**config.mk**
```make
export PLATFORM = sky130hd
export DESIGN_NAME = cpu_bus_master
export DESIGN_NICKNAME = d
export VERILOG_FILES = /design/src/rtl/cpu_bus_master.sv
export SDC_FILE = /design/constraint.sdc
export NUM_CORES = 1
export LEC_CHECK = 0
export CORE_MARGIN = 4
export CORE_UTILIZATION = 55
export CTS_BUF_LIST = sky130_fd_sc_hd__clkbuf_8
export DETAILED_ROUTE_END_ITERATION = 12
export PLACE_DENSITY = 0.95
export SLEW_MARGIN = 20
export SYNTH_ARGS = -nofsm -noshare
export SYNTH_HDL_FRONTEND = slang
export SYNTH_SLANG_ARGS = --single-unit
```
**constraint.sdc**
```tcl
create_clock -name iClk -period 6.8 [get_ports iClk]
set_clock_uncertainty 0.1 [all_clocks]
set_input_delay 1.02 -clock iClk [delete_from_list [all_inputs] [get_ports iClk]]
set_output_delay 1.02 -clock iClk [all_outputs]
set_load 0.02 [all_outputs]
```
**src/rtl/cpu_bus_master.sv**
```systemverilog
// 8088 minimum-mode bus initiator: turns single transfer requests into T1..T4
// cycles on a multiplexed 8-bit bus, with READY wait states and a timeout.
module cpu_bus_master #(
  parameter int READY_TIMEOUT = 255
) (
  input  logic        iClk,
  input  logic        iRst,
  input  logic        iReq,
  input  logic [2:0]  iKind,
  input  logic [19:0] iAddr,
  input  logic [7:0]  iData,
  output logic [7:0]  oData,
  output logic        oDone,
  output logic        oErr,
  output logic        oBusy,
  output logic        oBusClk,
  output logic        oAle,
  output logic [11:0] oAddr,
  output logic [7:0]  oAd,
  output logic        oAdOe,
  input  logic [7:0]  iAd,
  output logic        oIom,
  output logic        oDtr,
  output logic        oSso,
  output logic        oRdN,
  output logic        oWrN,
  output logic        oIntaN,
  output logic        oDenN,
  input  logic        iReady
);

  typedef enum logic [3:0] {
    S_IDLE, S_PEND, S_ERR,
    S_T1L, S_T1H, S_T2L, S_T2H, S_T3L, S_T3H, S_TWL, S_TWH, S_T4L, S_T4H
  } state_t;

  state_t      state_reg, state_next;
  logic [2:0]  kind_reg;
  logic [19:0] addr_reg;
  logic [7:0]  data_reg;
  logic [7:0]  wait_cnt_reg;

  logic        accept;
  logic        timeout_hit;
  logic [2:0]  kind_eff;
  logic [19:0] addr_eff;
  logic [7:0]  data_eff;
  logic        is_write, is_inta;
  logic        in_bus, addr_ph, strobe_ph, den_ph;

  // Outputs are registered from the next state, so a request accepted in IDLE
  // must be decoded from the live inputs rather than the latched copy.
  always_comb begin
    accept     = iReq && !oBusy;
    kind_eff   = accept ? iKind : kind_reg;
    addr_eff   = accept ? iAddr : addr_reg;
    data_eff   = accept ? iData : data_reg;
    is_write   = kind_eff[1] && !kind_eff[0];
    is_inta    = (kind_eff == 3'b100);
    timeout_hit = 1'b0;
    state_next = state_reg;
    case (state_reg)
      S_IDLE: begin
        if (accept) begin
          if (iKind[1:0] == 2'b11) state_next = S_ERR;
          else if (oBusClk)        state_next = S_T1L;
          else                     state_next = S_PEND;
        end
      end
      S_PEND: state_next = S_T1L;
      S_ERR:  state_next = S_IDLE;
      S_T1L:  state_next = S_T1H;
      S_T1H:  state_next = S_T2L;
      S_T2L:  state_next = S_T2H;
      S_T2H:  state_next = S_T3L;
      S_T3L:  state_next = S_T3H;
      S_T3H:  state_next = iReady ? S_T4L : S_TWL;
      S_TWL:  state_next = S_TWH;
      S_TWH: begin
        if (iReady) begin
          state_next = S_T4L;
        end else if (({1'b0, wait_cnt_reg} + 9'd1) == 9'(READY_TIMEOUT)) begin
          state_next  = S_T4L;
          timeout_hit = 1'b1;
        end else begin
          state_next = S_TWL;
        end
      end
      S_T4L:  state_next = S_T4H;
      S_T4H:  state_next = S_IDLE;
      default: state_next = S_IDLE;
    endcase

    in_bus    = state_next inside {[S_T1L:S_T4H]};
    addr_ph   = state_next inside {S_T1L, S_T1H};
    strobe_ph = state_next inside {S_T2L, S_T2H, S_T3L, S_T3H, S_TWL, S_TWH};
    // Writes enable the transceiver a half clock earlier and hold it through T4L.
    if (is_write) den_ph = strobe_ph || (state_next == S_T4L);
    else          den_ph = state_next inside {S_T2H, S_T3L, S_T3H, S_TWL, S_TWH};
  end

  always_ff @(posedge iClk) begin
    if (iRst) begin
      state_reg    <= S_IDLE;
      kind_reg     <= 3'b011;
      addr_reg     <= '0;
      data_reg     <= '0;
      wait_cnt_reg <= '0;
      oData        <= '0;
      oDone        <= 1'b0;
      oErr         <= 1'b0;
      oBusy        <= 1'b0;
      oBusClk      <= 1'b0;
      oAle         <= 1'b0;
      oAddr        <= '0;
      oAd          <= '0;
      oAdOe        <= 1'b0;
      {oIom, oDtr, oSso} <= 3'b011;
      oRdN         <= 1'b1;
      oWrN         <= 1'b1;
      oIntaN       <= 1'b1;
      oDenN        <= 1'b1;
    end else begin
      state_reg <= state_next;
      oBusClk   <= ~oBusClk;
      oBusy     <= (state_next != S_IDLE);

      if (accept) begin
        kind_reg <= iKind;
        addr_reg <= iAddr;
        data_reg <= iData;
      end

      if (state_reg == S_TWH)      wait_cnt_reg <= wait_cnt_reg + 8'd1;
      else if (state_reg != S_TWL) wait_cnt_reg <= '0;

      oDone <= (state_next == S_T4L) || (state_next == S_ERR);
      oErr  <= ((state_next == S_T4L) && timeout_hit) || (state_next == S_ERR);

      if ((state_next == S_T4L) && !is_write)
        oData <= timeout_hit ? 8'hFF : iAd;

      oAle  <= (state_next == S_T1L);
      oAddr <= in_bus ? addr_eff[19:8] : 12'h000;
      {oIom, oDtr, oSso} <= in_bus ? kind_eff : 3'b011;

      if (addr_ph) begin
        oAd   <= addr_eff[7:0];
        oAdOe <= 1'b1;
      end else if (in_bus && is_write) begin
        oAd   <= data_eff;
        oAdOe <= 1'b1;
      end else begin
        oAd   <= 8'h00;
        oAdOe <= 1'b0;
      end

      oRdN   <= !(strobe_ph && !is_write && !is_inta);
      oIntaN <= !(strobe_ph && is_inta);
      oWrN   <= !(strobe_ph && is_write);
      oDenN  <= !den_ph;
    end
  end

endmodule

```
## After elaboration in Yosys (flattened, before gate mapping)

Index checks and enable logic that the tools add are counted.

- Bits in registers: 84
- Latch bits: 0
- RAM bits: 0
- Bits in read-only memories: 0
- Bits of input ports: 43
- Output and inout bits: 41
- Word-level logic and storage cells: 100
- Memories kept: 0

- Add/subtract/negate cells: 2
- Multiply operators: 0
- Div/mod/pow operators: 0
- $lt $le $gt $ge: 2
- Equal/unequal tests: 24
- Shifts and indexed selects: 0
- Mux-type cells: 21
- Bitwise gates (word level): 2
- Reduce and logical (&&, ||, !) cells: 28

Operators with widths:

| operator | number |
|---|---|
| 8-bit 2-to-1 mux | 6 |
| 4-bit case mux with 11 select lines | 1 |
| 4-bit by 3-bit equality test with 1-bit output (second input constant) | 8 |
| 4-bit equality test (second input constant) | 8 |
| 20-bit 2-to-1 mux | 1 |
| 4-bit by 2-bit equality test with 1-bit output (second input constant) | 3 |
| 1-bit logical AND | 10 |
| 2-bit 2-to-1 mux | 5 |
| 8-bit by 1-bit adder with 9-bit output (second input constant) | 1 |
| 9-bit by 8-bit equality test with 1-bit output (second input constant) | 1 |
| 8-bit by 1-bit adder with 8-bit output (second input constant) | 1 |
| 1-bit zero test | 8 |
| 1-bit 2-to-1 mux | 6 |
| 6-bit nonzero test | 1 |
| 5-bit nonzero test | 1 |
| 4-bit by 1-bit equality test with 1-bit output (second input constant) | 1 |
| 4-bit by 2-bit >= comparator with 1-bit output (second input constant) | 1 |
| 4-bit <= comparator (second input constant) | 1 |
| 4-bit zero test | 1 |
| 4-bit 2-to-1 mux | 1 |
| 4-bit inequality test (second input constant) | 1 |
| 2-bit nonzero test | 2 |
| 4-bit nonzero test | 1 |
| 3-bit equality test (second input constant) | 1 |
| 5 further kinds | 8 |

## Logic depth before layout (Yosys ltp)

- Depth in word-level cells: 10
- Gate-level depth with buffers: 9

## Worst setup path before layout

OpenSTA, ideal clock, no wires.

- Kind: input port to flip-flop
- From: input port iReq
- To: register oAddr[10]
- Arrival: 2.362 ns
- Required time: 6.586 ns
- Path slack: 4.224 ns
- Stages: 8
- Path through: nor2b_1 -> buf_2 -> a32oi_1 -> a2bb2oi_2 -> nor2_2 -> nor2_1 -> buf_6 -> nor2b_1

- Longest elaborated chain between the ends: 7

Ends and longest elaborated chain:

| what | RTL line | text |
|---|---|---|
| from (decl) | 8 | `input logic iReq,` |
| 1-bit logical AND (*) | 54 | `accept = iReq && !oBusy;` |
| 4-bit 2-to-1 mux | 64 | `if (accept) begin` |
| 4-bit case mux with 11 select lines | 62 | `case (state_reg)` |
| 4-bit by 2-bit >= comparator with 1-bit output / 4-bit <= comparator (equally long branches) | 94 | `in_bus = state_next inside {[S_T1L:S_T4H]};` |
| 1-bit logical AND | 94 |  |
| 1-bit NOT (no source line) | - |  |
| 2-bit OR reduction (no source line) | - |  |
| to (signal assigned) | 144 | `oAddr <= in_bus ? addr_eff[19:8] : 12'h000;` |
| to (decl) | 18 | `output logic [11:0] oAddr,` |

Every way passes the cells marked *; elsewhere a longest branch is shown, timed or not.
A chain may end at the register's enable or synchronous reset.

## Worst setup path after layout

- From: input port iReq
- To: register oIom

- Longest elaborated chain between the ends: 7

Ends and longest elaborated chain:

| what | RTL line | text |
|---|---|---|
| 1-bit logical AND (*) | 54 |  |
| 4-bit 2-to-1 mux | 64 |  |
| 4-bit case mux with 11 select lines | 62 |  |
| 4-bit by 2-bit >= comparator with 1-bit output / 4-bit <= comparator (equally long branches) | 94 |  |
| 1-bit logical AND | 94 |  |
| 1-bit NOT (no source line) | - |  |
| 2-bit OR reduction (no source line) | - |  |
| to (signal assigned) | 145 | `{oIom, oDtr, oSso} <= in_bus ? kind_eff : 3'b011;` |
| to (decl) | 22 | `output logic oIom,` |

Marked as above.

==> results by group <==
Global route
  – Vias in the first global route: approximately 3000
  – Global-route usage over all layers: 22.48%
  – First-pass GRT wire length: 13370 microns
  – Largest net degree at the start of global routing: 44
  – Total grt overflow: 0
  – Initial antenna violation count: 0

Cells and area
  – Layout cells sized above 1: 9.213%
  – Storage element area: between 1500 and 2000 sq um
  – Finished Layout Cells: 520
  – Antenna Cells: 0
  – Nets: 485
  – P&R area growth vs syn: 30.74%
  – Footprint of the multi-input gates: 1565 sq um
  – Fin area: 4449 sq um
  – Max FFs per register: 20
  – # fillers: 399

Setup path
  – R2r worst-path depth: 6
  – CP bufs+invs: 2
  – Critical setup path kind: input pin to register
  – Worst Setup Start Kind: input pin
  – CP delay by family, top: simple AND/OR/NAND/NOR gates
  – R2R Path End: oIom
  – Cell breakdown of the critical path: clkdlybuf4s50_1 > nor2b_2 > buf_4 > a32oi_1 > a2bb2oi_2 > nor2_2 > nor2_1 > nor2b_1
  – R2R setup slack: 4.02 ns
  – WP data arrival: 3.57 ns
  – CP endpoint kind: register
  – CP max stage delay: around 0.75 ns
  – Slowest CP cell: nor2_1
  – Critical Path RT: 6.90 ns
  – CP Max Fanout: 35
  – R2r startpoint: state_reg[2]

Logic synthesis
  – Cells after Synth: about 370
  – Main combinational cell family by area after synthesis: simple AND/OR/NAND/NOR gates
  – Synthesized area: approximately 3400 sq um
  – Synth Flop Type: dfxtp_1
  – Syn avg cell area: 9.273 sq um
  – Net Count, Synth: 412
  – Unique masters post-synth: 55
  – FFs w/ async S/R, synth: 0%
  – Synth Area in XOR/XNOR: 0%
  – Sequential area share after synthesis: about half
  – Synth Area in Adders: 0.7353%
  – Yosys reg bits: 84
  – Simple-gate portion of the synthesized area: 22.24%
  – Multiplexer share of the synthesized area: 2.978%
  – Compound-Gate Fraction of Synth Area: between 15 and 20%
  – Yosys synthesis warning count: 0
  – Post-synth EDFFs: 0

STA
  – Crit path time final: 3.463 ns
  – Slew headroom: 32.05%
  – Tcrit/Tclk final: 50.93%
  – Final count of hold timing violations: 0
  – Final setup vio count: 0
  – Slew @ Worst Pin: 1.019 ns
  – FMAX: 0.2887 GHz
  – Fin. max-slew vios: 0
  – RSZ-0062 raised after global routing: false
  – Sum of negative setup slack: 0 ns
  – Setup ws final: 3.337 ns

Route
  – Via Count: 2958
  – Vias per std cell: 5.688
  – Drc violations: 0
  – Initial DRT Pass Iterations: 5
  – ANT nets after route: 0
  – WL final: 8327 microns
  – First DRT Iteration DRCs: 302
  – Routed length per instance: approximately 16 microns

Min path
  – Worst Hold Depth: 2
  – Worst min-delay path startpoint: addr_reg[13]
  – Endpoint of the worst hold path: addr_reg[13]
  – Hold WC Path Type: register to register

Status
  – Run status: complete, no violations

Clock network
  – Post-CTS Resized: 0
  – # hold bufs at CTS: 0
  – Clock latency on the worst-skew pair: 0.36 ns
  – Clk root buf: clkbuf_8
  – Post-CTS setup buffer count: 0
  – Num CTS Buffers: 9
  – CTS tree: done
  – Clk pin slew, worst setup/hold paths: approximately 0.090 ns
  – Sink Count: 84
  – Maximum root-to-sink buffer count: 2
  – H-Tree Depth: 3

Floorplanning
  – Core area: 5956 sq um
  – Initial Utilization: 57.14%
  – # rows: 28
  – Die Span Y: ~87 microns
  – Io pins: 84
  – Die Wd: 86.66 microns
  – Die area: 7510 sq um

Power
  – Clk network pwr share: 35.6%
  – Comb pwr share: 17.4%
  – P_int: approximately 820 uW
  – Seq pwr share: 47.0%
  – Switching power: 313.5 uW
  – Lkg Pwr: 1.621 nW
  – Switching part of the total power: 27.57%
  – Maximum VDD drop: around 0.17 mV
  – Pwr dens: 255.5 nW/um^2
  – Tot Pwr: 1.137 mW

Place
  – DP HPWL: 5778 microns
  – Placed Area: 4217 sq um
  – Inst Count DP: 504
  – IO buf count: 83
  – Routability cong.: roughly 0.9
  – DP Worst Slack: 3.021 ns

Flow run
  – MaxCap Viol Count: 0
## worst max-delay path by stage
| stage | start | end | slack (ns) | cells past startpoint |
|---|---|---|---|---|
| after global placement | iReq | oSso | 3.19 | 8 |
| after global routing | iReq | oAddr[0] | 3.14 | 8 |
| after floorplan | iReq | oAddr[10] | 4.22 | 8 |
| final | iReq | oIom | 3.34 | 8 |
| after CTS | iReq | oAddr[10] | 3.37 | 8 |
| after detailed placement | iReq | oAddr[10] | 3.02 | 8 |
## synthesized netlist by cell type, drive strengths merged, types with 3 or more instances
master  number  area [sq um]
a211o        3         26.28
a21oi       38         193.9
a311oi       8         120.1
a31oi        4         40.04
and3        10         62.56
buf         14         95.09
clkbuf       9         33.78
dfxtp       84          1682
inv          8         30.03
mux2i        9         90.09
nand2       68         262.8
nand2b       3         18.77
nand3        4         25.02
nand4        3         33.78
nor2        27         103.9
nor2b       18         112.6
nor3         3         15.01
nor4         4         25.02
o21ai       11         66.31
o221a        8         90.09
## power groups by stage
stage	clock (mW)	sequential, mW	combinational, mW
5_1_grt	0.433	0.537	0.214
3_5_place_dp	0	0.545	0.194
3_3_place_gp	0	0.544	0.187
2_1_floorplan	0	0.551	0.123
6_report	0.404	0.534	0.198
4_1_cts	0.405	0.534	0.197
## metal layers
layer | vias up | track usage [%] | wire length [microns]
met5 | - | 0 | 0
met4 | 0 | 10.20 | 270
met3 | 25 | 5.703 | 513
met2 | 119 | 38.53 | 4282
met1 | 1390 | 26.31 | 3261
li1 | 1424 | - | -
## through the flow
| step | util (%) | hold WS [ns] |
|---|---|---|
| floorplan | - | 0.3339 |
| global placement | 70.80 | 0.3354 |
| detailed placement | 70.80 | 0.3558 |
| CTS | 74.71 | 0.3676 |
| global route | 74.71 | 0.3936 |
| finish | 74.71 | 0.3702 |
## cells in the final DEF (no fill, tap or decap), types with 2 or more instances in the layout
cell and count:
a211o_1 3, a21o_1 2, a21oi_1 37, a311o_1 2, a311oi_2 8, a31oi_1 3
and2_1 2, and2b_1 2, and3_1 10, buf_4 2, bufinv_16 2, clkbuf_8 10
clkdlybuf4s50_1 83, clkinvlp_4 2, dfxtp_1 84, ha_1 2, inv_1 8, mux2i_1 9
nand2_1 67, nand2b_1 3, nand3_1 3, nand4_1 2, nor2_1 26, nor2b_1 17
nor3_1 3, nor4_1 4, o21ai_0 9, o221a_1 8, o22ai_1 2, or3_1 2
## layout make-up
cell class	instances	share of cell area [%]
inverter	8	0.6749
tap	75	2.109
clock inverter	6	2.137
sequential	84	37.80
clock buffer	10	3.093
multi-input combinational	252	35.18
timing repair buffer	85	19.01
## kinds of logic (layout without fill, tap and decap cells)
family,count (synthesis),in the layout
fa+ha+maj,2,2
compound gates,87,87
mux,10,10
buf+inv,31,109
flops,84,84
simple gates,153,153
## worst reg2reg max path, cell delays in order, from the launching register on
cell	delay [ns]
dfxtp_1	0.54
nor2_1	0.29
a32oi_1	0.32
a2bb2oi_2	0.43
nor2_2	0.09
nor2_1	0.75
nor2b_1	0.11
(Power assumes the default switching activity.)
